### config.mk
export PLATFORM = sky130hd
export DESIGN_NAME = packetizer
export DESIGN_NICKNAME = d
export VERILOG_FILES = /design/src/rtl/parser_pkg.sv /design/src/rtl/seq_table.sv /design/src/rtl/packetizer.sv
export SDC_FILE = /design/constraint.sdc
export NUM_CORES = 2
export LEC_CHECK = 0
export ABC_AREA = 1
export CAP_MARGIN = 15
export CORE_MARGIN = 4
export CORE_UTILIZATION = 52
export DETAILED_ROUTE_END_ITERATION = 6
export PLACE_DENSITY = 0.71
export SKIP_LAST_GASP = 1
export SLEW_MARGIN = 15
export SYNTH_ARGS = -nofsm -noshare
export SYNTH_HDL_FRONTEND = slang
export SYNTH_SLANG_ARGS = --single-unit
export TNS_END_PERCENT = 10
### constraint.sdc
create_clock -name clk -period 9.2 [get_ports clk]
set_input_delay 2.3 -clock clk [delete_from_list [all_inputs] [get_ports clk]]
set_output_delay 2.3 -clock clk [all_outputs]
set_load 0.1 [all_outputs]
### src/rtl/parser_pkg.sv
// rtl/parser_pkg.sv - shared framing constants, FSM states and header byte-swap helpers
package parser_pkg;

  localparam int MAX_PAYLOAD_BYTES = 37;
  localparam int HDR_BYTES         = 8;

  typedef enum logic [1:0] {IDLE, HDR0, HDR1, DATA} state_t;

  // Header word 0: total length then stream ID, each 16-bit field little-endian on the link.
  function automatic logic [31:0] pack_hdr0(input logic [15:0] len, input logic [15:0] sid);
    return {len[7:0], len[15:8], sid[7:0], sid[15:8]};
  endfunction

  function automatic logic [31:0] pack_seq(input logic [31:0] seq);
    return {seq[7:0], seq[15:8], seq[23:16], seq[31:24]};
  endfunction

endpackage

### src/rtl/seq_table.sv
// rtl/seq_table.sv - per-stream 32-bit sequence register file with read+1 lookahead
module seq_table #(
  parameter int NUM_STREAMS = 32,
  parameter int ADDR_W      = $clog2(NUM_STREAMS)
) (
  input  logic              clk,
  input  logic              reset,
  input  logic [ADDR_W-1:0] addr,
  output logic [31:0]       nextSeq,
  input  logic              wrEn,
  input  logic [31:0]       wrData
);

  logic [31:0] seqMem [NUM_STREAMS];
  logic [31:0] rdData;

  assign rdData  = seqMem[addr];
  assign nextSeq = rdData + 32'd1;

  always_ff @(posedge clk) begin
    if (reset) begin
      for (int i = 0; i < NUM_STREAMS; i++) begin
        seqMem[i] <= '0;
      end
    end else if (wrEn) begin
      seqMem[addr] <= wrData;
    end
  end

endmodule

### src/rtl/packetizer.sv
// rtl/packetizer.sv - frames one payload per handshake into header, sequence and data words
module packetizer #(
  parameter int NUM_STREAMS       = 32,
  parameter int MAX_PAYLOAD_BYTES = 37
) (
  input  logic                           clk,
  input  logic                           reset,
  input  logic [0:8*MAX_PAYLOAD_BYTES-1] payload_in,
  input  logic [5:0]                     payload_len,
  input  logic [15:0]                    stream_id,
  input  logic                           payload_val,
  output logic                           payload_ready,
  output logic [31:0]                    dataOut,
  output logic                           dataOut_val,
  input  logic                           dataOut_ready,
  output logic                           dataOut_last,
  output logic                           err_len
);

  import parser_pkg::*;

  localparam int TBL_W     = $clog2(NUM_STREAMS);
  localparam int MAX_WORDS = (MAX_PAYLOAD_BYTES + 3) / 4;
  localparam int PAD_BITS  = 32 * MAX_WORDS - 8 * MAX_PAYLOAD_BYTES;
  localparam int IDX_W     = $clog2(MAX_WORDS);

  state_t state, stateNext;

  logic [0:32*MAX_WORDS-1] payloadReg;
  logic [5:0]              lenReg;
  logic [15:0]             sidReg;
  logic [31:0]             seqReg;
  logic [IDX_W-1:0]        wordIdx;
  logic [IDX_W+1:0]        wordEnd;
  logic [31:0]             nextSeq;
  logic [31:0]             dataWord;
  logic [31:0]             lastMask;
  logic [15:0]             totalLen;
  logic                    accept, lenOk, isLast;

  assign accept   = payload_val && payload_ready;
  assign lenOk    = (payload_len != 6'd0) && (payload_len <= 6'(MAX_PAYLOAD_BYTES));
  assign totalLen = {10'd0, lenReg} + 16'(HDR_BYTES);
  assign dataWord = payloadReg[{wordIdx, 5'b00000} +: 32];
  assign wordEnd  = {wordIdx, 2'b00} + (IDX_W+2)'(4);
  assign isLast   = wordEnd >= (IDX_W+2)'(lenReg);

  seq_table #(
    .NUM_STREAMS (NUM_STREAMS)
  ) u_seq_table (
    .clk     (clk),
    .reset   (reset),
    .addr    (stream_id[TBL_W-1:0]),
    .nextSeq (nextSeq),
    .wrEn    (accept && lenOk),
    .wrData  (nextSeq)
  );

  always_ff @(posedge clk) begin
    if (reset) begin
      state         <= IDLE;
      payload_ready <= 1'b1;
      err_len       <= 1'b0;
      payloadReg    <= '0;
      lenReg        <= '0;
      sidReg        <= '0;
      seqReg        <= '0;
      wordIdx       <= '0;
    end else begin
      state         <= stateNext;
      payload_ready <= (stateNext == IDLE);
      err_len       <= accept && !lenOk;
      if (accept && lenOk) begin
        payloadReg <= {payload_in, {PAD_BITS{1'b0}}};
        lenReg     <= payload_len;
        sidReg     <= stream_id;
        seqReg     <= nextSeq;
        wordIdx    <= '0;
      end else if (state == DATA && dataOut_ready) begin
        wordIdx <= wordIdx + 1'b1;
      end
    end
  end

  // Only the final word is trimmed; bytes past payload_len may carry source junk.
  always_comb begin
    lastMask = '1;
    if (isLast) begin
      case (lenReg[1:0])
        2'd1:    lastMask = 32'hFF00_0000;
        2'd2:    lastMask = 32'hFFFF_0000;
        2'd3:    lastMask = 32'hFFFF_FF00;
        default: lastMask = '1;
      endcase
    end
  end

  always_comb begin
    stateNext    = state;
    dataOut      = '0;
    dataOut_val  = 1'b0;
    dataOut_last = 1'b0;
    case (state)
      IDLE: begin
        if (accept && lenOk) stateNext = HDR0;
      end
      HDR0: begin
        dataOut_val = 1'b1;
        dataOut     = pack_hdr0(totalLen, sidReg);
        if (dataOut_ready) stateNext = HDR1;
      end
      HDR1: begin
        dataOut_val = 1'b1;
        dataOut     = pack_seq(seqReg);
        if (dataOut_ready) stateNext = DATA;
      end
      DATA: begin
        dataOut_val  = 1'b1;
        dataOut      = dataWord & lastMask;
        dataOut_last = isLast;
        if (dataOut_ready && isLast) stateNext = IDLE;
      end
      default: stateNext = IDLE;
    endcase
  end

endmodule
# --- Yosys cells after proc, flatten, opt, wreduce, memory -nomap -nowiden ---
# Memories as Yosys holds them, arrays and structs flattened.
# Index checks and enable logic that the tools add are counted.
totals:
  register_bits: 358
  latchBits: 0
  mem_bits_rw: 1024
  romBits: 0
  in_bits: 322
  out_inout_bits: 36
  elab_cells: 55
  n_memories: 1
op_classes:
  addsub: 4
  mul: 0
  n_div: 0
  magnitude_cmp: 2
  eq_ne: 6
  shifts: 1
  mux: 18
  n_bitwise: 2
  reduce_logical: 13
mem_list:
  columns: ["memory", "words", "word_bits", "read_ports", "rd_ports_with_merged_regs", "wr", "line_no", "text"]
  rows:
  - ["u_seq_table.seqMem", 32, 32, 1, 0, 32, "seq_table.sv:14", "logic [31:0] seqMem [NUM_STREAMS];"]
op_table:
  columns: ["cell", "n"]
  rows:
  - ["variable part select 320 x 10 -> 321 bit", 1]
  - ["one-hot mux 32 bit (3 select lines)", 1]
  - ["one-hot mux 24 bit (3 select lines)", 1]
  - ["adder 32 x 1 -> 32 bit (second input constant)", 1]
  - ["AND 32 bit", 1]
  - ["two-way mux 32 bit", 1]
  - ["OR reduction 32 bit", 1]
  - ["two-way mux 24 bit", 1]
  - ["NOT 9 -> 10 bit", 1]
  - ["== test 2 bit (second input constant)", 4]
  - ["two-way mux 1 bit", 8]
  - ["two-way mux 2 bit", 4]
  - ["one-hot mux 2 bit (4 select lines)", 1]
  - ["adder 6 x 4 -> 7 bit (second input constant)", 1]
  - ["adder 6 x 3 -> 6 bit (second input constant)", 1]
  - ["greater-or-equal comparator 6 bit", 1]
  - ["less-or-equal comparator 6 bit (second input constant)", 1]
  - ["logical AND 1 bit", 6]
  - ["nonzero test 6 bit", 1]
  - ["two-way mux 5 bit", 1]
  - ["adder 4 x 1 -> 4 bit (second input constant)", 1]
  - ["== test 2 x 1 -> 1 bit (second input constant)", 2]
  - ["zero test 2 bit", 2]
  - ["OR reduction 3 bit", 1]
  - ["2 further kinds", 2]

# --- Logic depth before layout (Yosys ltp) ---
logic_depth:
  depth_word: 8
  depth_mapped: 24
  depth_no_buf: 19

# --- Cells and area by module ---
# A second synthesis with hierarchy kept.
unflattened:
  hier_cells: 7676
  area_unflattened_um2: 63947.6
modules_own_cells:
  columns: ["module", "instances", "cells_per_inst", "area_per_inst_um2", "seq_area_each_um2"]
  rows:
  - ["seq_table", 1, 5432, 48136.2, 30749.5]
  - ["packetizer", 1, 2244, 15811.4, 7166.9]

# --- Worst setup path after synthesis ---
# Ideal clock, no wire load.
synth_timing:
  path_type: "reg-to-output"
  startpoint: "register wordIdx[0]"
  endpoint: "output dataOut[18]"
  t_arrival_ps: 4699
  required_ps: 6900
  path_slack_ps: 2201
  stages_incl_launch_ff: 13
  path_buffers: 3
  cell_sequence: "dfxtp_1 -> clkbuf_1 -> clkbuf_1 -> clkbuf_1 -> nand3_1 -> xor2_1 -> ha_1 -> nand2_1 -> o21bai_1 -> o311ai_0 -> inv_1 -> nor2_1 -> o32ai_1"
synth_via:
  elab_chain_len: 5
  elab_cells_between_ends: 7
  classes_between: "1 x add/sub; 1 x order compare; 1 x shift; 2 x mux; 2 x bitwise"
synth_lines:
  columns: ["element", "line_no", "text"]
  rows:
  - ["start: declaration", "packetizer.sv:33", "logic [IDX_W-1:0] wordIdx;"]
  - ["start signal: assignment", "packetizer.sv:80", "wordIdx <= wordIdx + 1'b1;"]
  - ["adder 6 x 3 -> 6 bit", "packetizer.sv:45", "assign wordEnd = {wordIdx, 2'b00} + (IDX_W+2)'(4);"]
  - ["via wordEnd[5]", "packetizer.sv:34", "logic [IDX_W+1:0] wordEnd;"]
  - ["greater-or-equal comparator 6 bit", "packetizer.sv:46", "assign isLast = wordEnd >= (IDX_W+2)'(lenReg);"]
  - ["two-way mux 24 bit", "packetizer.sv:88", "if (isLast) begin"]
  - ["AND 32 bit", "packetizer.sv:119", "dataOut = dataWord & lastMask;"]
  - ["one-hot mux 32 bit (3 select lines)", "packetizer.sv:103", "case (state)"]
  - ["end: declaration", "packetizer.sv:13", "output logic [31:0] dataOut,"]
# The timed path passes the listed nets, and every way through them passes these cells.

# --- Final worst setup path ---
layout_timing:
  startpoint: "register wordIdx[0]"
  endpoint: "output dataOut[20]"
# Same word-level chain as after synthesis.

==> results.yml <==
final_layout:
  n_fill_cell: 10200
  layout-drive-gt1-share_pct: 7.06
  layout.nets: 7602
  syn_to_final_growth_pct: 14.2
clocking:
  post-cts-setup-buffers: 0
  cts_resized: 0
  hold_buffers: 0
  tritoncts: "done"
  ctsHtreeMaxLevel: 4
  clk_pin_slew_ps: 60
  cts_buffers: 146
  cts_buffer_depth: 3
  cts_root_buffer: "clkbuf_16"
  clock-sinks: 1382
  clock_latency_ps: 760
global_route:
  grt_pass1_vias: 47800
  grtUsageTotal_pct: 33.9
  antenna_found_initial: 27
  grt_overflow: 0
  grt_max_degree: 146
  grt_pass1_wl_mm: 317
die:
  pin_count: 358
  die_h_um: 356
  start_util_pct: 52.4
  die_width_um: 356
  coreArea_mm2: 0.120
  rows: 127
  die-area_mm2: 0.127
run_status:
  status: "completed"
setup_path:
  r2r-start: "payload_ready$_SDFF_PP1_"
  crit_family: "buffers and inverters"
  arrival_ps: 5510
  max_stage_delay_ps: 1100
  critical_path_class: "register to output pin"
  required_ps: 6900
  end_kind: "output pin"
  slowest_stage: "clkdlybuf4s50_1"
  cp_max_fo: 51
  rr_endpoint: "u_seq_table.seqMem[15][1]$_SDFFCE_PN0P_"
  start_kind: "register"
  crit_buf_inv: 3
  ff2ff_setup_slack_ps: 4850
  rr_worst_depth: 8
  crit_path_cell_trace: "buf_4 -> nand3_1 -> xor2_1 -> ha_1 -> nand2_1 -> o311ai_0 -> inv_1 -> nor2_1 -> o21ai_0 -> clkdlybuf4s50_1"
yosys:
  ys_ff_latch: 1382
  synth.avg_cell_area_um2: 8.80
  yosysSeqAreaShare_pct: 60.2
  synth_top_area_share_pct: 48.9
  synth_edf_count: 1024
  async_flop_share_pct: 0
  syn_inst: 7152
  synth_warnings: 0
  synthTopCellsByArea: "edfxtp_1 (49%), nand2_1 (18%), dfxtp_1 (11%)"
  synth_area_leader_cell: "edfxtp_1"
  synthDistinctLibCells: 47
  synth_ff_type: "edfxtp_1"
  syn_area_mm2: 0.0629
  syn_nets: 7483
sta:
  fmax_mhz: 128
  fin_crit_ps: 7810
  worst_hold_slack_ps: 459
  period_share_pct: 84.9
  worst_pin_slew_ps: 1250
  clock_skew_ps: 26.0
  finalHoldViolCount: 0
  layout_setup_ws_ps: 1390
  slew_headroom_pct: 16.6
  final-max-slew-violation-count: 0
  rsz0062_at_grt: "false"
  fin_setup_tns_ps: 0
  setup_viol: 0
run:
  maxCapViolations: 0
place:
  dp_slack_ps: 2090
  numPortBuffers: 357
  place_congestion: 1.00
  dp_hpwl_mm: 139
power:
  power_leakage_uw: 0.0290
  power_uw: 14400
  p_per_area_mw_per_mm2: 200
  peakVddDrop_mv: 0.183
min_path:
  min_path_cells: 2
  hold-path-endpoint: "seqReg[24]$_SDFFE_PP0P_"
  hp-start: "seqReg[24]$_SDFFE_PP0P_"
  hold_class: "register to register"
route:
  drt_iter0_drc: 7008
  ant_nets: 0
  remaining_drc_errors: 0
  via_per_inst: 5.75
  first_pass_iters: 6
  wl_per_cell_um: 24.4
  routed_wl_mm: 220
  vias: 51900
[cells by family after synthesis]
family                   share of synthesized area, %
buffers and inverters                            5.71
XOR/XNOR                                        0.167
flip-flops                                       60.2
adder cells (fa/ha/maj)                         0.179
AO/OA/AOI/OAI                                    7.10
AND/OR/NAND/NOR                                  26.6
[area by class of cell]
type	instances	area, um^2	share of cell area, %
multi-input cells	5017	21600	30.0
clock buffers	201	4130	5.74
flip-flops and latches	1382	37900	52.8
inverters	230	905	1.26
clock inverters	55	517	0.719
repair buffers	494	4740	6.59
well taps	1612	2020	2.81
diodes	21	52.6	0.0731
[routing by layer]
metal / GRT usage, % / wire length [um]
met5: 0 / 67
met4: 19.3 / 14100
met3: 8.12 / 26200
met2: 51.2 / 98600
met1: 44.9 / 81200
[worst reg2reg max path, stage by stage, from the launching register on]
cell	delay [ps]
dfxtp_1	370
nand3_1	170
nor2_4	540
inv_2	480
nor3_2	850
nand2_1	110
buf_4	340
nand2_1	710
buf_4	440
[Yosys cell counts, types with 13 or more instances]
cell	count
clkbuf_1	227
o31ai_1	15
buf_4	44
buf_2	185
nor2_1	1073
o22ai_1	18
o211ai_1	21
o221ai_1	15
a22o_1	170
nand3_1	121
buf_1	20
inv_1	206
nor2_2	100
nand2_2	13
buf_6	46
nand2_1	2946
inv_2	17
dfxtp_1	358
o21ai_0	293
edfxtp_1	1024
nor3_1	15
a21oi_1	138
[cells in the final DEF, fill, tap and decap left out, types with 134 or more instances in the layout]
cell	count
edfxtp_1	1024
o21ai_0	293
buf_4	134
nor2_1	1071
dfxtp_1	356
inv_1	204
a21oi_1	138
a22o_1	170
clkbuf_16	152
nand2_1	2944
clkdlybuf4s50_1	347
[sequential cells by signal, indices dropped and copies added, names as in the netlist]
register	flops
state	2
u_seq_table.seqMem	1024
wordIdx	4
payloadReg	296
lenReg	6
sidReg	16
payload_ready	1
seqReg	32
err_len	1
[report_power, final]
group	switching [uW]	leakage (uW)	internal [uW]
Sequential	91.1	0.0135	6940
Combinational	1140	0.0132	405
Clock	2480	0.00228	3340
Total	3710	0.0290	10700
[worst max-delay path by stage]
stage                            start                                       to  slack, ps  cells after the start
2_1_floorplan  wordIdx[0]$_SDFFE_PP0P_                              dataOut[18]       2200                     12
3_3_place_gp              stream_id[0]  u_seq_table.seqMem[8][18]$_SDFFCE_PN0P_       2130                     18
3_5_place_dp              stream_id[0]  u_seq_table.seqMem[1][18]$_SDFFCE_PN0P_       2090                     18
4_1_cts        wordIdx[0]$_SDFFE_PP0P_                              dataOut[20]       1420                     10
5_1_grt        wordIdx[0]$_SDFFE_PP0P_                              dataOut[20]       1070                     10
6_report       wordIdx[0]$_SDFFE_PP0P_                              dataOut[20]       1390                     10
[stage by stage]
stage	std cells	utilization [%]	area, um^2
after floorplan	7152	-	62900
after CTS	8989	59.7	71800
final	9012	59.8	71900
after global placement	8733	55.9	67100
after global routing	9008	59.8	71900
after detailed placement	8733	55.9	67100
Power figures use the tool's default switching activity.
